File: config.mk
export PLATFORM = sky130hd
export DESIGN_NAME = fetch_ctrl
export DESIGN_NICKNAME = d
export VERILOG_FILES = /design/src/rtl/fetch_ctrl.sv
export SDC_FILE = /design/constraint.sdc
export NUM_CORES = 1
export LEC_CHECK = 0
export ABC_AREA = 1
export BUFFER_PORTS_ARGS = -buffer_cell sky130_fd_sc_hd__buf_2
export CORE_MARGIN = 5
export CORE_UTILIZATION = 54
export CTS_BUF_LIST = sky130_fd_sc_hd__clkbuf_8
export DETAILED_ROUTE_END_ITERATION = 7
export PLACE_DENSITY = 0.82
export SYNTH_ARGS = -nofsm -noshare
export SYNTH_HDL_FRONTEND = slang
export SYNTH_SLANG_ARGS = --single-unit
File: constraint.sdc
create_clock -name clk -period 4.2 [get_ports clk]
set_input_delay 0.21 -clock clk [delete_from_list [all_inputs] [get_ports clk]]
set_output_delay 0.21 -clock clk [all_outputs]
set_load 0.1 [all_outputs]
File: src/rtl/fetch_ctrl.sv
// fetch_ctrl: request-side partner of the fetch stage.
// Owns the program counter and issues fetch requests on a credit basis, so
// the in-order instruction buffer can never overflow. Each returned
// instruction/PC pair is buffered and handed to decode through a
// valid/ready handshake. A jump flushes buffered and in-flight work and
// restarts fetch at the (halfword-aligned) jump target.
module fetch_ctrl #(
    parameter logic [15:0] RESET_PC  = 16'h0000,
    parameter int          BUF_DEPTH = 2
) (
    input  logic        clk,
    input  logic        reset,
    output logic        fetch_en,
    output logic [15:0] fetch_addr,
    input  logic        fetch_ready,
    input  logic [15:0] fetch_instr,
    input  logic [15:0] fetch_pc,
    input  logic        jump_valid,
    input  logic [15:0] jump_target,
    output logic        dec_valid,
    output logic [15:0] dec_instr,
    output logic [15:0] dec_pc,
    input  logic        dec_ready,
    output logic        proto_err
);

    localparam int PTR_W = (BUF_DEPTH > 1) ? $clog2(BUF_DEPTH) : 1;
    localparam int OCC_W = $clog2(BUF_DEPTH + 1);

    localparam logic [OCC_W:0]   DEPTH_CREDIT = (OCC_W + 1)'(BUF_DEPTH);
    localparam logic [PTR_W-1:0] LAST_PTR     = PTR_W'(BUF_DEPTH - 1);
    localparam logic [15:0]      RESET_PC_AL  = {RESET_PC[15:1], 1'b0};

    // Architectural state
    logic [15:0]      pc_reg, pc_next;
    logic [OCC_W-1:0] occ_reg, occ_next;
    logic             inflight_reg, inflight_next;
    logic [PTR_W-1:0] rd_ptr_reg, rd_ptr_next;
    logic [PTR_W-1:0] wr_ptr_reg, wr_ptr_next;
    logic             proto_err_reg, proto_err_next;
    // High for the first cycle after reset releases: a response seen then
    // belongs to a request issued before reset and must be ignored.
    logic             resp_mask_reg;

    // Buffer storage (no reset needed: occupancy qualifies every entry)
    logic [15:0] instr_mem [BUF_DEPTH];
    logic [15:0] pc_mem    [BUF_DEPTH];

    // Handshake / credit signals
    logic           pop;
    logic           push;
    logic           proto_hit;
    logic           resp_valid;
    logic [OCC_W:0] demand;
    logic [15:0]    jump_pc;

    function automatic logic [PTR_W-1:0] ptr_inc(input logic [PTR_W-1:0] p);
        return (p == LAST_PTR) ? '0 : p + PTR_W'(1);
    endfunction

    // Decode-side view of the buffer head; suppressed while reset is high
    always_comb begin
        dec_valid = !reset && (occ_reg != '0);
        dec_instr = instr_mem[rd_ptr_reg];
        dec_pc    = pc_mem[rd_ptr_reg];
        pop       = dec_valid && dec_ready;
    end

    // Credit check: issue only if every occupied, in-flight and new slot fits
    always_comb begin
        demand     = {1'b0, occ_reg} + (OCC_W + 1)'(inflight_reg) - (OCC_W + 1)'(pop);
        fetch_en   = !reset && !jump_valid && (demand < DEPTH_CREDIT);
        fetch_addr = pc_reg;
        proto_err  = proto_err_reg;
        jump_pc    = jump_target & 16'hFFFE;
        resp_valid = fetch_ready && !jump_valid && !resp_mask_reg;
        push       = resp_valid && inflight_reg;
        proto_hit  = resp_valid && !inflight_reg;
    end

    // Next-state logic: a jump overrides issue, capture and retire
    always_comb begin
        pc_next        = pc_reg;
        occ_next       = occ_reg;
        inflight_next  = fetch_en;
        rd_ptr_next    = rd_ptr_reg;
        wr_ptr_next    = wr_ptr_reg;
        proto_err_next = proto_err_reg;
        if (jump_valid) begin
            pc_next       = jump_pc;
            occ_next      = '0;
            rd_ptr_next   = wr_ptr_reg;
            inflight_next = 1'b0;
        end else begin
            if (fetch_en) begin
                pc_next = pc_reg + 16'd2;
            end
            if (push) begin
                wr_ptr_next = ptr_inc(wr_ptr_reg);
            end
            if (pop) begin
                rd_ptr_next = ptr_inc(rd_ptr_reg);
            end
            if (push && !pop) begin
                occ_next = occ_reg + OCC_W'(1);
            end else if (pop && !push) begin
                occ_next = occ_reg - OCC_W'(1);
            end
            if (proto_hit) begin
                proto_err_next = 1'b1;
            end
        end
    end

    // State register with synchronous reset
    always_ff @(posedge clk) begin
        if (reset) begin
            pc_reg        <= RESET_PC_AL;
            occ_reg       <= '0;
            inflight_reg  <= 1'b0;
            rd_ptr_reg    <= '0;
            wr_ptr_reg    <= '0;
            proto_err_reg <= 1'b0;
            resp_mask_reg <= 1'b1;
        end else begin
            pc_reg        <= pc_next;
            occ_reg       <= occ_next;
            inflight_reg  <= inflight_next;
            rd_ptr_reg    <= rd_ptr_next;
            wr_ptr_reg    <= wr_ptr_next;
            proto_err_reg <= proto_err_next;
            resp_mask_reg <= 1'b0;
        end
    end

    // Buffer write: capture the returned instruction/PC at the write pointer
    always_ff @(posedge clk) begin
        if (!reset && push) begin
            instr_mem[wr_ptr_reg] <= fetch_instr;
            pc_mem[wr_ptr_reg]    <= fetch_pc;
        end
    end

endmodule
* Yosys cells after proc, flatten, opt, wreduce, memory -nomap -nowiden *
Memory sizes are Yosys's and may differ from the RTL's. A register that Yosys moved wholly into a read port is not among the register bits.
Index checks and enable logic that the tools add are counted.

cells by class
  $add $sub $neg = 7
  $mul = 0
  div/mod/pow operators = 0
  $lt $le $gt $ge = 1
  equal/unequal tests = 0
  shift-type cells = 0
  muxes and demuxes = 15
  bitwise operators = 1
  reduce and logical (&&, ||, !) cells = 24

operators with widths
  kind                                                                          count
  16-bit two-way mux                                                            2
  16-bit by 2-bit adder with 16-bit output, second input constant               1
  1-bit logical AND                                                             11
  1-bit two-way mux                                                             11
  2-bit nonzero test                                                            4
  1-bit logical NOT                                                             6
  2-bit two-way mux                                                             2
  2-bit AND reduction                                                           2
  2-bit by 1-bit adder with 3-bit output                                        1
  3-bit by 2-bit less-than comparator with 1-bit output, second input constant  1
  3-bit by 1-bit subtractor with 3-bit output                                   1
  1-bit adder, second input constant                                            2
  2-bit by 1-bit adder with 2-bit output, second input constant                 1
  2-bit OR reduction                                                            1
  2-bit by 1-bit subtractor with 2-bit output, second input constant            1
  1-bit inverter                                                                1

storage, ports and cells
  register bits after elaboration = 23
  bits in latches = 0
  memory bits (writable) = 64
  ROM bits = 0
  input port bits = 53
  output and inout bits = 51
  memories = 2

memory list
  name       words  width  rd ports  clocked after memory_dff  write ports  line  RTL
  instr_mem  2      16     1         1                         1            46    logic [15:0] instr_mem [BUF_DEPTH];
  pc_mem     2      16     1         1                         1            47    logic [15:0] pc_mem [BUF_DEPTH];

* Logic depth before layout (Yosys ltp) *
  word-level depth = 8
  gate-level depth with buffers = 16
  mapped depth without buffers = 16

* Worst setup path after synthesis *
No wires, ideal clock.

  kind = reg-to-reg
  start point = register occ_reg[1]
  end point = register pc_reg[8] (netlist: fetch_addr[8])
  arrival time = 4.147 ns
  required time = 4.135 ns
  slack = -0.012 ns
  stages on the path, launching flop included = 15
  buffers on the path = 1
  path through = dfxtp_1 -> inv_1 -> a21oi_1 -> nand2_1 -> inv_1 -> ha_1 -> or2_2 -> fa_1 -> nand2_2 -> nor2_4 -> buf_6 -> nand2_1 -> nor2_1 -> nor2_1 -> nor2_1

between the ends
  cells in the longest elaborated chain, start to end = 7

RTL lines
  item                                                   line  RTL
  start: declaration                                     36    logic [OCC_W-1:0] occ_reg, occ_next;
  start signal: assignment                               127   occ_reg <= occ_next;
  2-bit nonzero test                                     63    dec_valid = !reset && (occ_reg != '0);
  1-bit logical AND                                      63
  named net dec_valid                                    20    output logic dec_valid,
  1-bit logical AND                                      66    pop = dec_valid && dec_ready;
  3-bit by 1-bit subtractor with 3-bit output            71    demand = {1'b0, occ_reg} + (OCC_W + 1)'(inflight_reg) - (OCC_W + 1)'(pop);
  3-bit by 2-bit less-than comparator with 1-bit output  72    fetch_en = !reset && !jump_valid && (demand < DEPTH_CREDIT);
  1-bit logical AND                                      72
  named net fetch_en                                     13    output logic fetch_en,
  2-bit nonzero test (no line)                           -
  end signal: assignment                                 126   pc_reg <= pc_next;
  end: declaration                                       35    logic [15:0] pc_reg, pc_next;

The timed path passes the listed nets, and every way through them passes these cells.
A chain may end at the register's enable or synchronous reset.

* Worst setup path after layout *
  start point = register occ_reg[1]
  end point = output fetch_en

between the ends
  cells in the longest elaborated chain, start to end = 6

RTL lines
  item                                                                                            line
  parallel branches: the longest is 3 deep, another holds 2-bit by 1-bit adder with 3-bit output  -
  3-bit by 1-bit subtractor with 3-bit output *                                                   71
  3-bit by 2-bit less-than comparator with 1-bit output *                                         72
  1-bit logical AND *                                                                             72
  end: declaration                                                                                13

Mark *: on every way between the ends.

==> impl_metrics.tcl <==
set metrics [dict create \
    status "completed" \
    initial_core_util 0.554 \
    ctsRootBufferMaster "clkbuf_8" \
    first_iter_violations 98 \
    final_cell_mix "buf_2 (101), nand2_1 (68), edfxtp_1 (64), mux2_2 (31)" \
    finalCoreUtilization 0.669 \
    grt_overflow 0 \
    rsz0062_at_grt "false" \
    core_mm2 0.00676 \
    top_layer "met5" \
    syn_avg_cell_area_um2 11.3 \
    wl_per_cell_um 14.5 \
    wl_met1_um 3210 \
    worstHoldStart "fetch_instr[0]" \
    ys.flop_type "edfxtp_1" \
    numPortBuffers 101 \
    peakVddDrop_mv 0.266 \
    wl_met2_um 3640 \
    ant_nets 0 \
    synth_cells 331 \
    dpl.cell_count 504 \
    die_area_mm2 0.00869 \
    skew_ps 15.2 \
    hold_path.class "in2reg" \
    rrSetupSlack_ps 1310 \
    io_pins 104 \
    wl_met3_um 625 \
    first_pass_iters 4 \
    path_clk_slew_ps 100 \
    required_ps 3990 \
    worst_pin_slew_ps 934 \
    leakage_nw 1.85 \
    synth_area_leaders "edfxtp_1 (51%), dfxtp_1 (12%), mux2_2 (9.3%)" \
    postCtsHoldBufs 0 \
    fin_nets 492 \
    cp_slowest_cell "fa_1" \
    routed-via-count 2705 \
    fin_ws_ps 826 \
    power_density_mw_per_mm2 403 \
    power_mw 1.82 \
    yosysTopAreaCell "edfxtp_1" \
    max_cap_violations 0 \
    path_max_fanout 13 \
    worst_skew_pair.late_latency_ps 350 \
    whs_endpoint "instr_mem[0][0]" \
    crit_buf_inv 3 \
    die_h_um 93.2 \
    layout_commonest_cell "buf_2" \
    critPathMaxStageDelay_ps 530 \
    crit_path_cell_trace "inv_1 > a21oi_2 > nand2_1 > inv_1 > ha_1 > or2_2 > fa_1 > nand2_2 > nor2_4 > buf_2" \
    period_minus_slack_ps 3370 \
    drive_gt1_frac 0.359 \
    die_width_um 93.2 \
    viasPerCell 5.20 \
    gp_congestion 0.845 \
    wirelength_um 7530 \
    crit_family "simple AND/OR/NAND/NOR gates" \
    r2r_start "occ_reg[1]" \
    cts_sinks 87 \
    reg2reg_depth 14 \
    cts_buffers 9 \
    startpoint_type "flop" \
    grt_max_degree 33 \
    netlist_area_mm2 0.00374 \
    setup_viol 0 \
    hold-path-cell-count 1 \
    cpMostUsedCell "inv_1" \
    hold_viol 0 \
    areaGrowthSynthToFinish_pct 20.8 \
    maxSlewHeadroom 0.376 \
    grt_pass1_vias 2783 \
    yosysUniqueCellTypes 29 \
    endpoint_kind "output port" \
    yosysWarnings 0 \
    clock_path_buffers 2 \
    timing.rr.end "fetch_addr[7]" \
    timing.setup.tns_ps 0 \
    crit_arrival_ps 3160 \
    layout.cells.non_filler 520 \
    track_usage 0.180 \
    synth_seq_cells 87 \
    seq_area_frac_synth 0.637 \
    std_cell_rows 30 \
    async_flop_share 0 \
    syn_nets 388 \
    slew_viol_final 0 \
    max_freq_mhz 296 \
    dp_slack_ps 1120 \
    tritoncts "yes" \
    htreeDepth 3 \
    drcViolationCount 0 \
    synth_enable_flop_cells 64 \
    yosysTopAreaCellShare 0.514 \
    dp.final_hpwl_um 5270 \
    post_cts_buffers 0 \
    finalCritPeriodShare 0.803 \
    n_antenna_cell 0 \
    ctsResizeCount 0 \
    worstSetupPathType "reg2out" \
    nFillCells 520 \
    grt_pass1_wl_um 12400 \
    antenna_found_initial 1 \
]
==> per-stage QoR <==
stage                     cell area (um^2)  hold WS, ps
after floorplan                       3740          238
after global placement                4320          398
after detailed placement              4320          403
after CTS                             4520         27.1
after global routing                  4520         25.4
final                                 4520         40.6
==> Yosys cell counts, types with 2 or more instances <==
| library cell | instances |
|---|---|
| edfxtp_1 | 64 |
| nor2_1 | 30 |
| nand2_2 | 2 |
| nand2_1 | 68 |
| a21oi_1 | 20 |
| mux2_2 | 31 |
| inv_1 | 29 |
| ha_1 | 3 |
| dfxtp_1 | 23 |
| nor2_4 | 2 |
| buf_6 | 2 |
| a22oi_1 | 2 |
| nand3_1 | 20 |
| o21bai_1 | 2 |
| nand4_1 | 7 |
| o21ai_0 | 8 |
| clkbuf_1 | 3 |
| buf_2 | 4 |
==> worst reg2reg max path, cell delays in order, from the launching register on <==
cell and delay (ps):
dfxtp_1 420, inv_1 130, a21oi_2 150, nand2_1 110, inv_1 70, ha_1 210
or2_2 310, fa_1 530, nand2_2 90, nor2_4 300, nor2_1 180, nand2_1 90
nand2_1 50, nor2_1 80, nor2_1 50
==> layer usage <==
metal,vias to the layer above,track usage
met2,118,0.306
met3,6,0.0434
met4,2,0.0684
li1,1344,-
met1,1235,0.222
met5,-,0
==> kinds of logic after synthesis <==
group | synth area share
muxes | 0.0990
other | 0.00100
buffers and inverters | 0.0465
AOI/OAI and AO/OA | 0.0478
xor gates and xnor gates | 0.00234
DFF | 0.637
and+or+nand+nor | 0.151
adders and majority gates | 0.0154
==> how the worst max path moves through the flow <==
stage	from	endpoint	slack, ps	cells past startpoint
after floorplan	occ_reg[1]	fetch_addr[8]	630	14
after global placement	reset	fetch_en	1180	10
after detailed placement	reset	fetch_en	1120	10
after CTS	occ_reg[1]	fetch_en	810	10
after global routing	occ_reg[1]	fetch_en	630	10
final	occ_reg[1]	fetch_en	830	10
==> power by group <==
group / switching, mW / leakage (nW) / total (mW) / internal [mW]
sequential: 0.0158 / 0.765 / 0.951 / 0.935
combinational: 0.221 / 0.986 / 0.284 / 0.0623
clock: 0.307 / 0.0998 / 0.589 / 0.282
==> layout make-up <==
class / instances / area, um^2 / area share
Sequential cell: 87 / 2380 / 0.527
Tap cell: 80 / 100 / 0.0221
Clock inverter: 7 / 78.8 / 0.0174
Timing Repair Buffer: 103 / 520 / 0.115
Inverter: 30 / 113 / 0.0249
Clock buffer: 9 / 124 / 0.0274
Multi-Input combinational cell: 204 / 1200 / 0.266
Note: power is estimated with default switching activity, not from simulation.
